`src/rtl/wb_reg_file_pkg.sv`:
```
// Shared writeback definitions: wrCtrl encodings and register-file geometry.
// Also imported by the control unit and the memWr-stage logic.
package wb_reg_file_pkg;

   localparam int DATA_W    = 32;
   localparam int NUM_REGS  = 32;
   localparam int REG_IDX_W = $clog2(NUM_REGS);

   typedef enum logic [1:0] {
      WB_NONE = 2'b00,
      WB_ALU  = 2'b01,
      WB_MEM  = 2'b10,
      WB_LINK = 2'b11
   } wr_ctrl_e;

   function automatic logic writes_reg(input logic [1:0] ctrl);
      return ctrl != WB_NONE;
   endfunction

endpackage

```
`src/rtl/wb_reg_file_if.sv`:
```
// Writeback-stage bus: MEM/WB inputs, the two read ports and the forwarding outputs.
interface wb_reg_file_if #(
   parameter int DATA_W = wb_reg_file_pkg::DATA_W,
   parameter int IDX_W  = wb_reg_file_pkg::REG_IDX_W
);
   logic [DATA_W-1:0] aluResultWb;
   logic [DATA_W-1:0] memDataWb;
   logic [DATA_W-1:0] linkAddrWb;
   logic [IDX_W-1:0]  rWWb;
   logic [1:0]        wrCtrlWb;
   logic [IDX_W-1:0]  rA;
   logic [IDX_W-1:0]  rB;
   logic [DATA_W-1:0] busA;
   logic [DATA_W-1:0] busB;
   logic [DATA_W-1:0] wbData;
   logic              wbValid;

   modport master (
      output aluResultWb, memDataWb, linkAddrWb, rWWb, wrCtrlWb, rA, rB,
      input  busA, busB, wbData, wbValid
   );

   modport slave (
      input  aluResultWb, memDataWb, linkAddrWb, rWWb, wrCtrlWb, rA, rB,
      output busA, busB, wbData, wbValid
   );
endinterface

```
`src/rtl/wb_reg_file_reg_array.sv`:
```
// Raw register storage: one write port, two combinational read ports, r0 hard-wired to 0.
module wb_reg_file_reg_array #(
   parameter int DATA_W   = 32,
   parameter int NUM_REGS = 32,
   parameter int IDX_W    = 5
) (
   input  logic              clk,
   input  logic              resetN,
   input  logic              we,
   input  logic [IDX_W-1:0]  waddr,
   input  logic [DATA_W-1:0] wdata,
   input  logic [IDX_W-1:0]  raddr_a,
   input  logic [IDX_W-1:0]  raddr_b,
   output logic [DATA_W-1:0] rdata_a,
   output logic [DATA_W-1:0] rdata_b
);
   logic [DATA_W-1:0] rd_vec [NUM_REGS];

   // Storage needs an asynchronous clear, so it is built from flops rather than RAM.
   for (genvar gi = 0; gi < NUM_REGS; gi++) begin : g_reg
      if (gi == 0) begin : g_zero
         assign rd_vec[gi] = '0;
      end else begin : g_store
         logic [DATA_W-1:0] q_reg;

         always_ff @(posedge clk or negedge resetN) begin
            if (!resetN) begin
               q_reg <= '0;
            end else if (we && (waddr == IDX_W'(gi))) begin
               q_reg <= wdata;
            end
         end

         assign rd_vec[gi] = q_reg;
      end
   end

   assign rdata_a = rd_vec[raddr_a];
   assign rdata_b = rd_vec[raddr_b];
endmodule

```
`src/rtl/wb_reg_file.sv`:
```
// Writeback-stage register file: writeback mux, write-through bypass,
// commit strobe and an internal retire counter around the raw storage.
module wb_reg_file #(
   parameter int DATA_W   = 32,
   parameter int NUM_REGS = 32
) (
   input  logic           clk,
   input  logic           resetN,
   wb_reg_file_if.slave   bus
);
   import wb_reg_file_pkg::*;

   localparam int IDX_W = $clog2(NUM_REGS);

   logic [DATA_W-1:0] wb_data;
   logic              wb_valid;
   logic [DATA_W-1:0] raw_a;
   logic [DATA_W-1:0] raw_b;
   logic [31:0]       retire_cnt_reg;

   always_comb begin
      wb_data = '0;
      case (bus.wrCtrlWb)
         WB_ALU:  wb_data = bus.aluResultWb;
         WB_MEM:  wb_data = bus.memDataWb;
         WB_LINK: wb_data = bus.linkAddrWb;
         default: wb_data = '0;
      endcase
   end

   // Index 0 never commits, which also keeps r0 out of the bypass path.
   assign wb_valid = writes_reg(bus.wrCtrlWb) && (bus.rWWb != '0);

   wb_reg_file_reg_array #(
      .DATA_W   (DATA_W),
      .NUM_REGS (NUM_REGS),
      .IDX_W    (IDX_W)
   ) reg_array (
      .clk     (clk),
      .resetN  (resetN),
      .we      (wb_valid),
      .waddr   (bus.rWWb),
      .wdata   (wb_data),
      .raddr_a (bus.rA),
      .raddr_b (bus.rB),
      .rdata_a (raw_a),
      .rdata_b (raw_b)
   );

   assign bus.busA    = (wb_valid && (bus.rA == bus.rWWb)) ? wb_data : raw_a;
   assign bus.busB    = (wb_valid && (bus.rB == bus.rWWb)) ? wb_data : raw_b;
   assign bus.wbData  = wb_data;
   assign bus.wbValid = wb_valid;

   always_ff @(posedge clk or negedge resetN) begin
      if (!resetN) begin
         retire_cnt_reg <= '0;
      end else if (wb_valid) begin
         retire_cnt_reg <= retire_cnt_reg + 32'd1;
      end
   end

   wr_ctrl_known: assert property (@(posedge clk) disable iff (!resetN) !$isunknown(bus.wrCtrlWb));
endmodule

```
`src/flat_wrapper.sv`:
```
// flat-port wrapper written by rule: the top's interface ports become plain ports
module wb_reg_file_flat import wb_reg_file_pkg::*;
#(
   parameter int DATA_W   = 32,
   parameter int NUM_REGS = 32
)
  (clk, resetN, bus_aluResultWb, bus_memDataWb, bus_linkAddrWb, bus_rWWb, bus_wrCtrlWb, bus_rA, bus_rB, bus_busA, bus_busB, bus_wbData, bus_wbValid);
  wb_reg_file_if #(.DATA_W(DATA_W), .IDX_W(5)) bus_i ();
  input  logic clk;
  input  logic resetN;
  input wire logic [$bits(bus_i.aluResultWb)-1:0] bus_aluResultWb;
  input wire logic [$bits(bus_i.memDataWb)-1:0] bus_memDataWb;
  input wire logic [$bits(bus_i.linkAddrWb)-1:0] bus_linkAddrWb;
  input wire logic [$bits(bus_i.rWWb)-1:0] bus_rWWb;
  input wire logic [$bits(bus_i.wrCtrlWb)-1:0] bus_wrCtrlWb;
  input wire logic [$bits(bus_i.rA)-1:0] bus_rA;
  input wire logic [$bits(bus_i.rB)-1:0] bus_rB;
  output wire logic [$bits(bus_i.busA)-1:0] bus_busA;
  output wire logic [$bits(bus_i.busB)-1:0] bus_busB;
  output wire logic [$bits(bus_i.wbData)-1:0] bus_wbData;
  output wire logic [$bits(bus_i.wbValid)-1:0] bus_wbValid;
  assign bus_i.aluResultWb = bus_aluResultWb;
  assign bus_i.memDataWb = bus_memDataWb;
  assign bus_i.linkAddrWb = bus_linkAddrWb;
  assign bus_i.rWWb = bus_rWWb;
  assign bus_i.wrCtrlWb = bus_wrCtrlWb;
  assign bus_i.rA = bus_rA;
  assign bus_i.rB = bus_rB;
  assign bus_busA = bus_i.busA;
  assign bus_busB = bus_i.busB;
  assign bus_wbData = bus_i.wbData;
  assign bus_wbValid = bus_i.wbValid;
  wb_reg_file #(.DATA_W(DATA_W), .NUM_REGS(NUM_REGS)) u_core (.clk(clk), .resetN(resetN), .bus(bus_i));
endmodule
```
`config.mk`:
```
export PLATFORM = sky130hd
export DESIGN_NAME = wb_reg_file_flat
export DESIGN_NICKNAME = d
export VERILOG_FILES = /design/src/rtl/wb_reg_file_pkg.sv /design/src/rtl/wb_reg_file_if.sv /design/src/rtl/wb_reg_file_reg_array.sv /design/src/rtl/wb_reg_file.sv /design/src/flat_wrapper.sv
export SDC_FILE = /design/constraint.sdc
export NUM_CORES = 2
export LEC_CHECK = 0
export CAP_MARGIN = 20
export CELL_PAD_IN_SITES_DETAIL_PLACEMENT = 1
export CELL_PAD_IN_SITES_GLOBAL_PLACEMENT = 1
export CORE_MARGIN = 8
export CORE_UTILIZATION = 50
export DETAILED_ROUTE_END_ITERATION = 8
export GPL_ROUTABILITY_DRIVEN = 0
export MAX_ROUTING_LAYER = met4
export PLACE_DENSITY = 0.91
export SLEW_MARGIN = 20
export SYNTH_ARGS = -nofsm -noshare
export SYNTH_HDL_FRONTEND = slang
export SYNTH_SLANG_ARGS = --single-unit
```
`constraint.sdc`:
```
create_clock -name clk -period 3.2 [get_ports clk]
set_input_delay 0.64 -clock clk [delete_from_list [all_inputs] [get_ports clk]]
set_output_delay 0.64 -clock clk [all_outputs]
set_load 0.005 [all_outputs]
```
==> results of run 1 <==
## metrics by stage
| stage | std cells | setup slack, ns | hold slack, ns | area, sq um | setup TNS, ns |
|---|---|---|---|---|---|
| 2_1_floorplan | 4867 | 0.2090 | 0.3444 | 52380 | 0 |
| 3_3_place_gp | 6567 | -0.9536 | 0.4739 | 60380 | -34.25 |
| 3_5_place_dp | 6567 | -1.029 | 0.4973 | 60380 | -42.80 |
| 4_1_cts | 7020 | -0.3289 | 0.5172 | 69630 | -6.327 |
## what timing repair did
| item | 4_1_cts |
|---|---|
| setup buffers | 271 |
| pin swaps | 134 |
| gates cloned | 16 |
| hold endpoints to repair | 44 |
| endpoints found under the setup margin | 75 |
| hold buffers | 1 |
| resized for setup | 832 |
## synth_stat cells, types with 18 or more instances
library cell,number
a31oi_1,32
a21oi_1,300
a211oi_1,33
nor2_1,235
a22oi_1,69
buf_1,23
nand2_1,851
o22ai_1,66
o32ai_1,18
mux2i_1,145
mux4_2,415
o21ai_0,764
inv_1,36
a221oi_1,49
dfrtp_1,992
buf_2,159
clkbuf_1,310
nor2b_1,32
mux2_2,147
nor3_1,37
nor4_1,21
## kinds of logic after synthesis
kind of cell / count (synthesis) / share of synthesized area [%]
compound gates: 1380 / 14.66
simple gates: 1235 / 9.609
xor+xnor: 10 / 0.1672
flops: 992 / 47.39
buf+inv: 542 / 4.378
mux: 708 / 23.80
## per-layer routing
layer  global-route usage [%]  overflow
met2                    94.38       299
met5                        -         -
met4                    84.39       239
met1                    85.76        91
met3                    82.91       111
==> impl_metrics.py, run 1 <==
metrics = {
    "floorplan": {
        "die_h_um": 339.7,
        "die_x_um": 339.7,
        "rows": 118,
        "ios": 212,
        "initial_core_util_pct": 50.47,
    },
    "synthesis": {
        "yosys.area.top_type_share_pct": 47.39,
        "synth_top_cell_by_area": "dfrtp_1",
        "synthArstFlopShare_pct": 100.0,
        "synth_top_cells_by_area": "dfrtp_1 47%, mux4_2 18%, o21ai_0 7.3%",
        "syn_nets": 4982,
        "synth_edf_count": 0,
        "yosysSeqAreaShare_pct": 47.39,
        "synth_seq_cells": 992,
        "yosys_warnings": 0,
        "syn-cell-area_sq_mm": 0.05238,
        "syn_inst": 4867,
        "netlist-cell-type-count": 51,
        "syn_avg_cell_area_sq_um": 10.76,
        "synth_ff_type": "dfrtp_1",
    },
    "placed_design": {
        "dp_hpwl_mm": 172.6,
        "portBuffers": 211,
    },
    "grt": {
        "grt_usage_pct": 87.49,
        "overflow": 740,
        "grt_start_max_net_pins": 76,
    },
    "status": {
        "lastStage": "global routing (5_1_grt)",
        "status": "aborted with a tool error",
        "firstError": "[ERROR GRT-0232] Routing congestion too high. Check the congestion heatmap in the GUI.",
    },
    "cts": {
        "cts_max_path_buffers": 3,
        "numCtsBuffers": 104,
        "cts-root-buf": "clkbuf_16",
        "cts.sinks": 992,
        "htree_levels": 3,
    },
}
==> inputs of run 2 (changes only) <==
- CELL_PAD_IN_SITES_DETAIL_PLACEMENT: 1 -> default
- CELL_PAD_IN_SITES_GLOBAL_PLACEMENT: 1 -> default
- CORE_UTILIZATION: 50 -> 40
- MAX_ROUTING_LAYER: met4 -> default
- PLACE_DENSITY: 0.91 -> default
- PLACE_DENSITY_LB_ADDON: default -> 0.15
==> run 2 against run 1 <==
  * Synthesized area did not move
  * The flow now finishes, with violations (setup timing)
  * Synthesized cell count did not move
==> impl_metrics.py, run 2 <==
metrics = {
    "status": {
        "status": "finished with violations",
        "violations": "setup timing",
    },
    "floorplan": {
        "initial_core_util_pct": 40.35,
        "ios": 212,
        "die_x_um": 377.9,
        "design.die.area_sq_mm": 0.1428,
        "rows": 132,
        "core_sq_mm": 0.1298,
        "die_h_um": 377.9,
    },
    "synthesis": {
        "syn_nets": 4982,
        "synth_seq_cells": 992,
        "syn_avg_cell_area_sq_um": 10.76,
        "yosysSeqAreaShare_pct": 47.39,
        "synthArstFlopShare_pct": 100.0,
        "yosys.area.top_type_share_pct": 47.39,
        "syn-cell-area_sq_mm": 0.05238,
        "yosysMostFrequentCell": "dfrtp_1",
        "syn_inst": 4867,
        "yosys_warnings": 0,
        "ys_top_cells_by_count": "992 x dfrtp_1, 851 x nand2_1, 764 x o21ai_0, 415 x mux4_2, 310 x clkbuf_1",
        "synth_ff_type": "dfrtp_1",
        "netlist-cell-type-count": 51,
        "synth_top_cell_by_area": "dfrtp_1",
        "synth_top_cells_by_area": "dfrtp_1 47%, mux4_2 18%, o21ai_0 7.3%",
        "synth_edf_count": 0,
    },
    "job": {
        "cap_violations": 0,
    },
    "cts": {
        "worst_skew_pair.late_latency_ns": 0.73,
        "cts-root-buf": "clkbuf_16",
        "clk_pin_slew_ns": 0.06,
        "cts.sinks": 992,
        "cts_max_path_buffers": 3,
        "numCtsBuffers": 110,
        "htree_levels": 3,
        "cts_tree": "yes",
    },
    "detailed_routing": {
        "first_pass_iters": 6,
        "routed-via-count": 43900,
        "wl_per_cell_um": 28.10,
        "drc": 0,
        "ant_nets": 0,
        "drt-initial-drc-count": 4635,
        "post_drt_via_cell_ratio": 5.952,
        "wl_mm": 207.2,
    },
    "sta": {
        "tns_ns": -2.838,
        "rsz0062_at_grt": "true",
        "hold_viol": 0,
        "setup_viol": 35,
        "tightest_slew_ns": 0.6203,
        "fmax_mhz": 291.4,
        "period_minus_slack_ns": 3.432,
        "maxSlewViolCount": 0,
        "finalCritPeriodShare_pct": 107.3,
        "relSlewSlack_pct": 58.65,
        "fin_skew_ns": 0,
        "final.setup.worst_slack_ns": -0.2323,
    },
    "layout": {
        "area_growth_pct": 34.16,
        "largest_reg_flops": 992,
        "final_cell_mix": "992 x dfrtp_1, 832 x nand2_1, 761 x o21ai_0, 591 x buf_4, 415 x mux4_2",
        "layout_commonest_cell": "dfrtp_1",
        "nNetsFinal": 5652,
        "final_cells": 7375,
        "fin_area_sq_mm": 0.07027,
        "drive_above_1_share_pct": 35.90,
    },
    "setup_path": {
        "worstPathArrival_ns": 2.79,
        "cp_common_cell": "mux4_2",
        "crit_chain": "mux4_2 > mux4_2 > a211oi_2 > a21oi_1 > buf_4 > buf_6",
        "critPathMaxStageDelay_ns": 0.61,
        "cp-start-kind": "flop",
        "required_ns": 2.56,
        "slowest_stage": "mux4_2",
        "critPathMaxFanout": 2,
        "end_kind": "output pin",
        "worstSetupPathType": "reg -> out",
    },
    "placed_design": {
        "place_area_sq_mm": 0.06123,
        "dp_slack_ns": -0.9338,
        "dp_hpwl_mm": 137.3,
        "portBuffers": 211,
        "placedCellCount": 6938,
    },
    "grt": {
        "grt_start_max_net_pins": 75,
        "overflow": 0,
        "first_global_vias": 43200,
        "grt_usage_pct": 28.40,
        "grt_first_pass_wirelength_mm": 302.6,
        "antenna_found_initial": 7,
    },
    "pwr": {
        "p_sw_share_pct": 30.80,
        "p_comb_share_pct": 26.6,
        "clkPwrFrac_pct": 32.6,
        "switchingPower_mw": 13.23,
        "internal_power_mw": 29.73,
        "power.density_mw_per_mm2": 611.3,
        "leakagePower_nw": 30.47,
        "p_seq_share_pct": 40.8,
        "vdd_drop_max_uv": 466.3,
    },
    "worst_hold_path": {
        "hold_class": "in -> async",
    },
}
run 2: cell counts after synthesis:
Identical to the previous run, type by type.
run 2: power by group through the flow:
stage,clock network (mW),registers [mW],logic [mW]
after floorplan,0,16.8,6.18
after global placement,0,17.5,9.60
after detailed placement,0,17.6,9.80
after CTS,14.2,17.4,10.9
after global routing,14.7,17.8,12.3
final,14.0,17.5,11.4
run 2: final timing paths:
path,end,cells after the start,slack (ns),startpoint
setup / recovery,bus_busB[17],6,-0.23,u_core.reg_array.g_reg[23].g_store.q_reg[17]
hold / removal,u_core.reg_array.g_reg[10].g_store.q_reg[9],2,0.46,resetN
setup reg to reg,u_core.reg_array.g_reg[23].g_store.q_reg[18],4,2.31,u_core.reg_array.g_reg[23].g_store.q_reg[18]
hold reg to reg,u_core.reg_array.g_reg[31].g_store.q_reg[28],2,0.50,u_core.reg_array.g_reg[31].g_store.q_reg[28]
max in group asynchronous,u_core.reg_array.g_reg[2].g_store.q_reg[0],4,1.74,resetN
min in group clk,u_core.reg_array.g_reg[31].g_store.q_reg[28],2,0.50,u_core.reg_array.g_reg[31].g_store.q_reg[28]
run 2: worst max-delay path: cells and delay by family (launching register included):
family                 cells  cell delay [ns]
buffers and inverters      2             0.31
multiplexers               2             1.08
AO/OA/AOI/OAI              2             0.28
flip-flops                 1             0.39
run 2: layout make-up:
class | instances | area [sq um]
clock inverter | 50 | 713.2
clock buffer | 157 | 3273
inverter | 37 | 142.6
timing repair buffer | 1063 | 11280
multi-input combinational | 3333 | 27860
antenna | 1 | 2.502
sequential | 992 | 24820
tap | 1742 | 2180
fill | 11290 | 59540
run 2: metrics by stage:
step	total power, mW	utilization [%]	hold slack (ns)
after detailed placement	27.42	47.16	0.4848
final	42.96	54.13	0.4574
after floorplan	23.02	-	0.3444
after global placement	27.11	47.16	0.4727
after CTS	42.43	52.98	0.4543
after global routing	44.80	54.13	0.5035
run 2: cells by family after synthesis:
family                 after synthesis  synth area share (%)
AO/OA/AOI/OAI                     1380                 14.66
AND/OR/NAND/NOR                   1235                 9.609
flip-flops                         992                 47.39
multiplexers                       708                 23.80
buffers and inverters              542                 4.378
XOR/XNOR                            10                0.1672
run 2: what timing repair did:
item / 4_1_cts / 5_1_grt
cloned: 15 / 5
pin swaps: 127 / 85
buffers inserted: 177 / 70
endpoints found under the hold margin: 40 / 0
resized for setup: 619 / 198
setup endpoints to repair: 69 / 65
hold buffers: 1 / 0
run 2: routing by layer:
layer	track usage [%]	wire (um)	vias to the layer above
met5	0	0	-
met4	9.522	6794	0
met3	6.213	19440	370
met2	42.45	91790	1984
met1	41.09	89220	22390
li1	-	-	19160
Power figures use the tool's default switching activity.
